[config.mk]
export PLATFORM = sky130hd
export DESIGN_NAME = lif_neuron_array_flat
export DESIGN_NICKNAME = d
export VERILOG_FILES = /design/src/rtl/lif_neuron_array_if.sv /design/src/rtl/lif_neuron_array.sv /design/src/flat_wrapper.sv
export SDC_FILE = /design/constraint.sdc
export NUM_CORES = 1
export LEC_CHECK = 0
export CAP_MARGIN = 20
export CORE_UTILIZATION = 45
export CTS_BUF_LIST = sky130_fd_sc_hd__clkbuf_4
export DETAILED_ROUTE_END_ITERATION = 8
export PLACE_DENSITY = 0.73
export SETUP_SLACK_MARGIN = 0.4
export SLEW_MARGIN = 5
export SYNTH_ARGS = -nofsm -noshare
export SYNTH_HDL_FRONTEND = slang
export SYNTH_SLANG_ARGS = --single-unit
[constraint.sdc]
create_clock -name clk -period 8.5 [get_ports clk]
set_input_delay 1.7 -clock clk [delete_from_list [all_inputs] [get_ports clk]]
set_output_delay 1.7 -clock clk [all_outputs]
set_load 0.02 [all_outputs]
[src/rtl/lif_neuron_array_if.sv]
// Bus bundle for lif_neuron_array: per-channel currents, shared threshold,
// update enable and membrane-select in; spikes, counter and selected state out.
interface lif_neuron_array_if #(
  parameter int WIDTH = 8,
  parameter int N_CH  = 4,
  parameter int SEL_W = (N_CH > 1) ? $clog2(N_CH) : 1
);
  logic                    ena;
  logic [N_CH*WIDTH-1:0]   cur_in;
  logic [WIDTH-1:0]        threshold;
  logic [SEL_W-1:0]        sel;
  logic [WIDTH-1:0]        state_out;
  logic [N_CH-1:0]         spike;
  logic [15:0]             spike_cnt;

  modport master (
    output ena, cur_in, threshold, sel,
    input  state_out, spike, spike_cnt
  );

  modport slave (
    input  ena, cur_in, threshold, sel,
    output state_out, spike, spike_cnt
  );
endinterface

[src/rtl/lif_neuron_array.sv]
// Multi-channel leaky integrate-and-fire neuron core.
// Each channel integrates an unsigned current with shift-based leak, fires a
// one-cycle spike at a shared threshold and then sits out a fixed refractory
// period. A saturating 16-bit counter totals spikes over all channels.
// Optional build macro: LIF_SOFT_RESET_EN -- on fire keep the residual
// (v_next - threshold) instead of clearing the membrane to zero.
module lif_neuron_array #(
  parameter int WIDTH      = 8,
  parameter int N_CH       = 4,
  parameter int LEAK_SHIFT = 3,
  parameter int REFRACT    = 2
) (
  input logic               clk,
  input logic               rst_n,
  lif_neuron_array_if.slave bus
);

  localparam int         SEL_W     = (N_CH > 1) ? $clog2(N_CH) : 1;
  localparam bit         LEAK_EN   = (LEAK_SHIFT > 0);
  localparam logic [3:0] REFRACT_V = 4'(REFRACT);

  // Per-channel state
  logic [WIDTH-1:0] v_r     [N_CH];
  logic [3:0]       refr_r  [N_CH];
  logic [N_CH-1:0]  spike_r;
  logic [15:0]      cnt_r;

  // Per-channel next-state terms
  logic [WIDTH-1:0] cur_s     [N_CH];
  logic [WIDTH-1:0] leak_s    [N_CH];
  logic [WIDTH:0]   sum_s     [N_CH];
  logic [WIDTH-1:0] integ_s   [N_CH];
  logic [WIDTH-1:0] v_nxt_s   [N_CH];
  logic [3:0]       refr_nxt_s[N_CH];
  logic [N_CH-1:0]  spike_nxt_s;
  logic [16:0]      cnt_sum_s;
  logic [15:0]      cnt_nxt_s;
  logic [WIDTH-1:0] state_s;

  // Number of set bits in a spike vector
  function automatic logic [15:0] popcount(input logic [N_CH-1:0] bits);
    logic [15:0] acc;
    acc = 16'd0;
    for (int k = 0; k < N_CH; k++) begin
      acc = acc + {15'd0, bits[k]};
    end
    return acc;
  endfunction

  // Leak, clamped integration and refractory/fire priority per channel
  always_comb begin
    spike_nxt_s = {N_CH{1'b0}};
    for (int i = 0; i < N_CH; i++) begin
      cur_s[i] = bus.cur_in[i*WIDTH +: WIDTH];
      if (LEAK_EN) begin
        leak_s[i] = v_r[i] >> LEAK_SHIFT;
      end else begin
        leak_s[i] = {WIDTH{1'b0}};
      end
      // Leak never exceeds v, so the difference cannot wrap; only the
      // addition of the current needs the extra carry bit.
      sum_s[i] = {1'b0, v_r[i] - leak_s[i]} + {1'b0, cur_s[i]};
      if (sum_s[i][WIDTH]) begin
        integ_s[i] = {WIDTH{1'b1}};
      end else begin
        integ_s[i] = sum_s[i][WIDTH-1:0];
      end

      if (!bus.ena) begin
        v_nxt_s[i]    = v_r[i];
        refr_nxt_s[i] = refr_r[i];
      end else if (refr_r[i] != 4'd0) begin
        v_nxt_s[i]    = {WIDTH{1'b0}};
        refr_nxt_s[i] = refr_r[i] - 4'd1;
      end else if (integ_s[i] >= bus.threshold) begin
        spike_nxt_s[i] = 1'b1;
`ifdef LIF_SOFT_RESET_EN
        v_nxt_s[i]     = integ_s[i] - bus.threshold;
`else
        v_nxt_s[i]     = {WIDTH{1'b0}};
`endif
        refr_nxt_s[i]  = REFRACT_V;
      end else begin
        v_nxt_s[i]    = integ_s[i];
        refr_nxt_s[i] = refr_r[i];
      end
    end
  end

  // Saturating spike total; every channel firing this edge counts at once
  always_comb begin
    cnt_sum_s = {1'b0, cnt_r} + {1'b0, popcount(spike_nxt_s)};
    if (cnt_sum_s[16]) begin
      cnt_nxt_s = 16'hFFFF;
    end else begin
      cnt_nxt_s = cnt_sum_s[15:0];
    end
  end

  // Membrane, refractory, spike and counter registers
  always_ff @(posedge clk or negedge rst_n) begin
    if (!rst_n) begin
      for (int i = 0; i < N_CH; i++) begin
        v_r[i]    <= {WIDTH{1'b0}};
        refr_r[i] <= 4'd0;
      end
      spike_r <= {N_CH{1'b0}};
      cnt_r   <= 16'd0;
    end else begin
      for (int i = 0; i < N_CH; i++) begin
        v_r[i]    <= v_nxt_s[i];
        refr_r[i] <= refr_nxt_s[i];
      end
      spike_r <= spike_nxt_s;
      cnt_r   <= cnt_nxt_s;
    end
  end

  // Selected membrane readout; an out-of-range select matches nothing and reads 0
  always_comb begin
    state_s = {WIDTH{1'b0}};
    for (int i = 0; i < N_CH; i++) begin
      state_s = state_s | ((bus.sel == SEL_W'(i)) ? v_r[i] : {WIDTH{1'b0}});
    end
  end

  assign bus.state_out = state_s;
  assign bus.spike     = spike_r;
  assign bus.spike_cnt = cnt_r;

endmodule
[src/flat_wrapper.sv]
// flat-port wrapper written by rule: the top's interface ports become plain ports
module lif_neuron_array_flat 
#(
  parameter int WIDTH      = 8,
  parameter int N_CH       = 4,
  parameter int LEAK_SHIFT = 3,
  parameter int REFRACT    = 2
)
  (clk, rst_n, bus_ena, bus_cur_in, bus_threshold, bus_sel, bus_state_out, bus_spike, bus_spike_cnt);
  lif_neuron_array_if #(.WIDTH(WIDTH), .N_CH(N_CH)) bus_i ();
  input logic clk;
  input logic rst_n;
  input wire logic [$bits(bus_i.ena)-1:0] bus_ena;
  input wire logic [$bits(bus_i.cur_in)-1:0] bus_cur_in;
  input wire logic [$bits(bus_i.threshold)-1:0] bus_threshold;
  input wire logic [$bits(bus_i.sel)-1:0] bus_sel;
  output wire logic [$bits(bus_i.state_out)-1:0] bus_state_out;
  output wire logic [$bits(bus_i.spike)-1:0] bus_spike;
  output wire logic [$bits(bus_i.spike_cnt)-1:0] bus_spike_cnt;
  assign bus_i.ena = bus_ena;
  assign bus_i.cur_in = bus_cur_in;
  assign bus_i.threshold = bus_threshold;
  assign bus_i.sel = bus_sel;
  assign bus_state_out = bus_i.state_out;
  assign bus_spike = bus_i.spike;
  assign bus_spike_cnt = bus_i.spike_cnt;
  lif_neuron_array #(.WIDTH(WIDTH), .N_CH(N_CH), .LEAK_SHIFT(LEAK_SHIFT), .REFRACT(REFRACT)) u_core (.clk(clk), .rst_n(rst_n), .bus(bus_i));
endmodule
==> flow_summary_export.csv, run 1 <==
group,metric,value,unit
status,status,"completed",
floorplan,coreArea,14000,sq um
global_route,antenna_found_initial,0,
clocking,cts_setup_buffers,0,
min_path,min_path_type,"flip-flop to flip-flop",
worst_setup_path,cpPeakStageDelay,0.63,ns
clocking,cts_root_buffer,"clkbuf_4",
logic_synthesis,async_flop_share,1.00,
floorplan,io_pins,73,
detailed_routing,viasPerCell,5.65,
worst_setup_path,worstReg2RegEnd,"u_core.bus.spike_cnt[13]",
sta,rsz0062_at_grt,"no",
placement,place_area,7400,sq um
placement,dp.cells,986,
layout,syn2layout_area_growth,16.4,%
worst_setup_path,crit_top_cell,"ha_1",
logic_synthesis,synth_area,6480,sq um
sta,fin_setup_tns,0,ns
layout,fin_nets,965,
clocking,ctsHoldBuffers,0,
logic_synthesis,seq_area_frac_synth,0.263,
layout,finalInstanceArea,7540,sq um
clocking,cts_buffer_depth,2,
logic_synthesis,synth_cell_types,52,
sta,hold_violations,0,
logic_synthesis,synthTopCellsByArea,"dfrtp_1, ha_1, inv_1, o21ai_0, nand2_1",
worst_setup_path,arrival,7.80,ns
logic_synthesis,ys.flop_type,"dfrtp_1",
detailed_routing,drt_iter0_drc,347,
logic_synthesis,synth_warnings,0,
global_route,globalRouteOverflowTotal,0,
detailed_routing,drc_errors,0,
floorplan,rows,43,
clocking,ctsHtreeMaxLevel,3,
sta,finClkSkew,0.0115,ns
global_route,grt_max_degree,69,
sta,fmax,134,MHz
global_route,grt_pass1_vias,5387,
layout,layout_common_cells,"ha_1, clkdlybuf4s50_1, inv_1, dfrtp_1, nand2_1",
worst_setup_path,crit_buf_inv,4,
worst_setup_path,critPathMaxFanout,13,
worst_setup_path,worst_setup_path_end_kind,"flip-flop",
sta,slew_viol_final,0,
detailed_routing,num_vias,5659,
logic_synthesis,synth_edf_count,0,
detailed_routing,post_drt_wl_per_cell,15.5,microns
worst_setup_path,crit_start,"bus_cur_in[0]",
logic_synthesis,synth.ff_latch_count,68,
worst_setup_path,worst-r2r-cell-count,29,
worst_setup_path,critical-path-slowest-cell,"a211oi_1",
sta,worst_pin_slew,0.868,ns
layout,final_cells,1002,
logic_synthesis,synth_top_area_frac,0.263,
sta,min_period,7.47,ns
logic_synthesis,avgSynthCellArea,8.73,sq um
placement,gp_congestion,0.892,
floorplan,die_w,122,microns
placement,hpwlAfterDp,12200,microns
layout,drive_above_1_share,0.0511,
detailed_routing,routed_wl,15500,microns
worst_setup_path,cpLargestDelayFamily,"compound AO/OA/AOI/OAI gates",
global_route,grt_pass1_wl,26200,microns
layout,layout_commonest_cell,"ha_1",
min_path,whs_path_depth,1,
floorplan,dieArea,14900,sq um
detailed_routing,first_pass_iters,6,
placement,io_buffers,72,
flow_run,drv_cap,0,
layout,antenna_cells,0,
clocking,cts_buffers,9,
logic_synthesis,syn_inst,742,
worst_setup_path,path_cells,"clkdlybuf4s50_1 -> ha_1 -> fa_1 -> a211oi_1 -> o21ai_0 -> a31oi_1 -> nor2b_1 -> ha_1 -> nor3b_1 -> o21ai_0 -> a21oi_1 -> nor2_1 -> ha_1 -> inv_1 -> fa_1 -> inv_1 -> ha_1 -> inv_1 -> fa_1 -> nand2b_1 -> a211oi_1 -> nand3_2 -> a31oi_1",
sta,layout_worst_path_cycle_share,0.879,
worst_setup_path,cp.required,8.83,ns
worst_setup_path,crit_type,"input pin to flip-flop",
worst_setup_path,cp-endpoint,"u_core.bus.spike_cnt[13]",
worst_setup_path,critPathLaunchType,"input pin",
clocking,cts_tree,"done",
sta,setup_viol,0,
detailed_routing,final_antenna_net_count,0,
worst_setup_path,reg2reg_setup_slack,1.39,ns
global_route,grtUsageTotal,0.221,
floorplan,start_util,0.463,
sta,relSlewSlack,0.421,
clocking,clkLatencyLatePin,0.40,ns
worst_setup_path,rr_startpoint,"u_core.v_r[24]",
clocking,cts.sinks,68,
logic_synthesis,yosys.area.top_type,"dfrtp_1",
worst_setup_path,worst-path-stages,23,
clocking,cts.clk_slew.worst_paths,0.11,ns
logic_synthesis,syn_nets,890,
floorplan,die_y,122,microns
repair_timing:
action                                 4_1_cts  5_1_grt
setup endpoints to repair                    0       12
endpoints found under the hold margin        0        0
resized for setup                            0        1
flip-flops by register name, summed over array words and instances (netlist names):
signal / flops
u_core.bus.spike: 4
u_core.refr_r: 16
u_core.bus.spike_cnt: 16
u_core.v_r: 12
u_core.leak_s: 20
cell families after synthesis:
kind of cell	count (synthesis)	share of synthesized area
fa+ha+maj	103	0.210
mux	20	0.0467
xor+xnor	30	0.0405
compound gates	212	0.220
flops	68	0.263
buf+inv	80	0.0465
simple gates	229	0.174
synth_stat cells (all sizes together), types with 4 or more instances:
library cell  count
o211ai            9
xor2             12
o21a             17
a31oi             5
a21o             15
ha               93
a22o              6
inv              69
o21ai            51
fa               10
a211o             8
a32o             10
and3              5
nor3b            12
nand3            13
nand4             4
nor2b            17
nand2b           15
mux2i            10
nor3             25
mux4              8
a21oi            39
xnor2            18
a31o              6
o22ai             8
dfrtp            68
o21bai            5
or3               4
nor2             55
o2bb2ai           5
nand2            62
clkbuf            9
a211oi           16
worst min-delay path by stage:
| stage | to | startpoint | slack (ns) |
|---|---|---|---|
| floorplan | u_core.v_r[24] | u_core.v_r[24] | 0.47 |
| global placement | u_core.refr_r[14] | u_core.refr_r[14] | 0.49 |
| detailed placement | u_core.refr_r[12] | u_core.refr_r[12] | 0.49 |
| CTS | u_core.refr_r[12] | u_core.refr_r[12] | 0.52 |
| global route | u_core.refr_r[12] | u_core.refr_r[12] | 0.56 |
| finish | u_core.refr_r[12] | u_core.refr_r[12] | 0.52 |
layer usage:
metal | global-route usage | vias up | wire length, microns
li1 | - | 2869 | -
met1 | 0.316 | 2638 | 7490
met2 | 0.357 | 136 | 7190
met3 | 0.0220 | 16 | 617
met4 | 0.0579 | 0 | 201
met5 | 0 | - | 0
through the flow:
stage	setup WS (ns)	util	hold WS, ns
3_3_place_gp	0.696	0.529	0.492
4_1_cts	0.877	0.539	0.524
3_5_place_dp	0.431	0.529	0.493
5_1_grt	0.404	0.539	0.563
2_1_floorplan	1.68	-	0.466
6_report	1.03	0.539	0.521
cell type report:
type                            instances  area [sq um]
Timing Repair Buffer                   75           738
Sequential cell                        68          1700
Multi-Input combinational cell        594          4480
Clock buffer                           11          82.6
Clock inverter                          5          52.6
Inverter                               69           259
Tap cell                              180           225
Fill cell                            1306          6450
Power of run 1 is not shown: default switching activity piles up to over one toggle a cycle in this logic, so the estimate is an artifact.
==> inputs of run 2 (changes only) <==
--- a/config.mk
+++ b/config.mk
@@ -5,7 +5,6 @@
 export SDC_FILE = /design/constraint.sdc
 export NUM_CORES = 1
 export LEC_CHECK = 0
-export CAP_MARGIN = 20
 export CORE_UTILIZATION = 45
 export CTS_BUF_LIST = sky130_fd_sc_hd__clkbuf_4
 export DETAILED_ROUTE_END_ITERATION = 8
==> results of run 2 <==
The final DEF is identical to that of run 1; final timing and power are the same.
Power of run 2 is left out for the same reason.
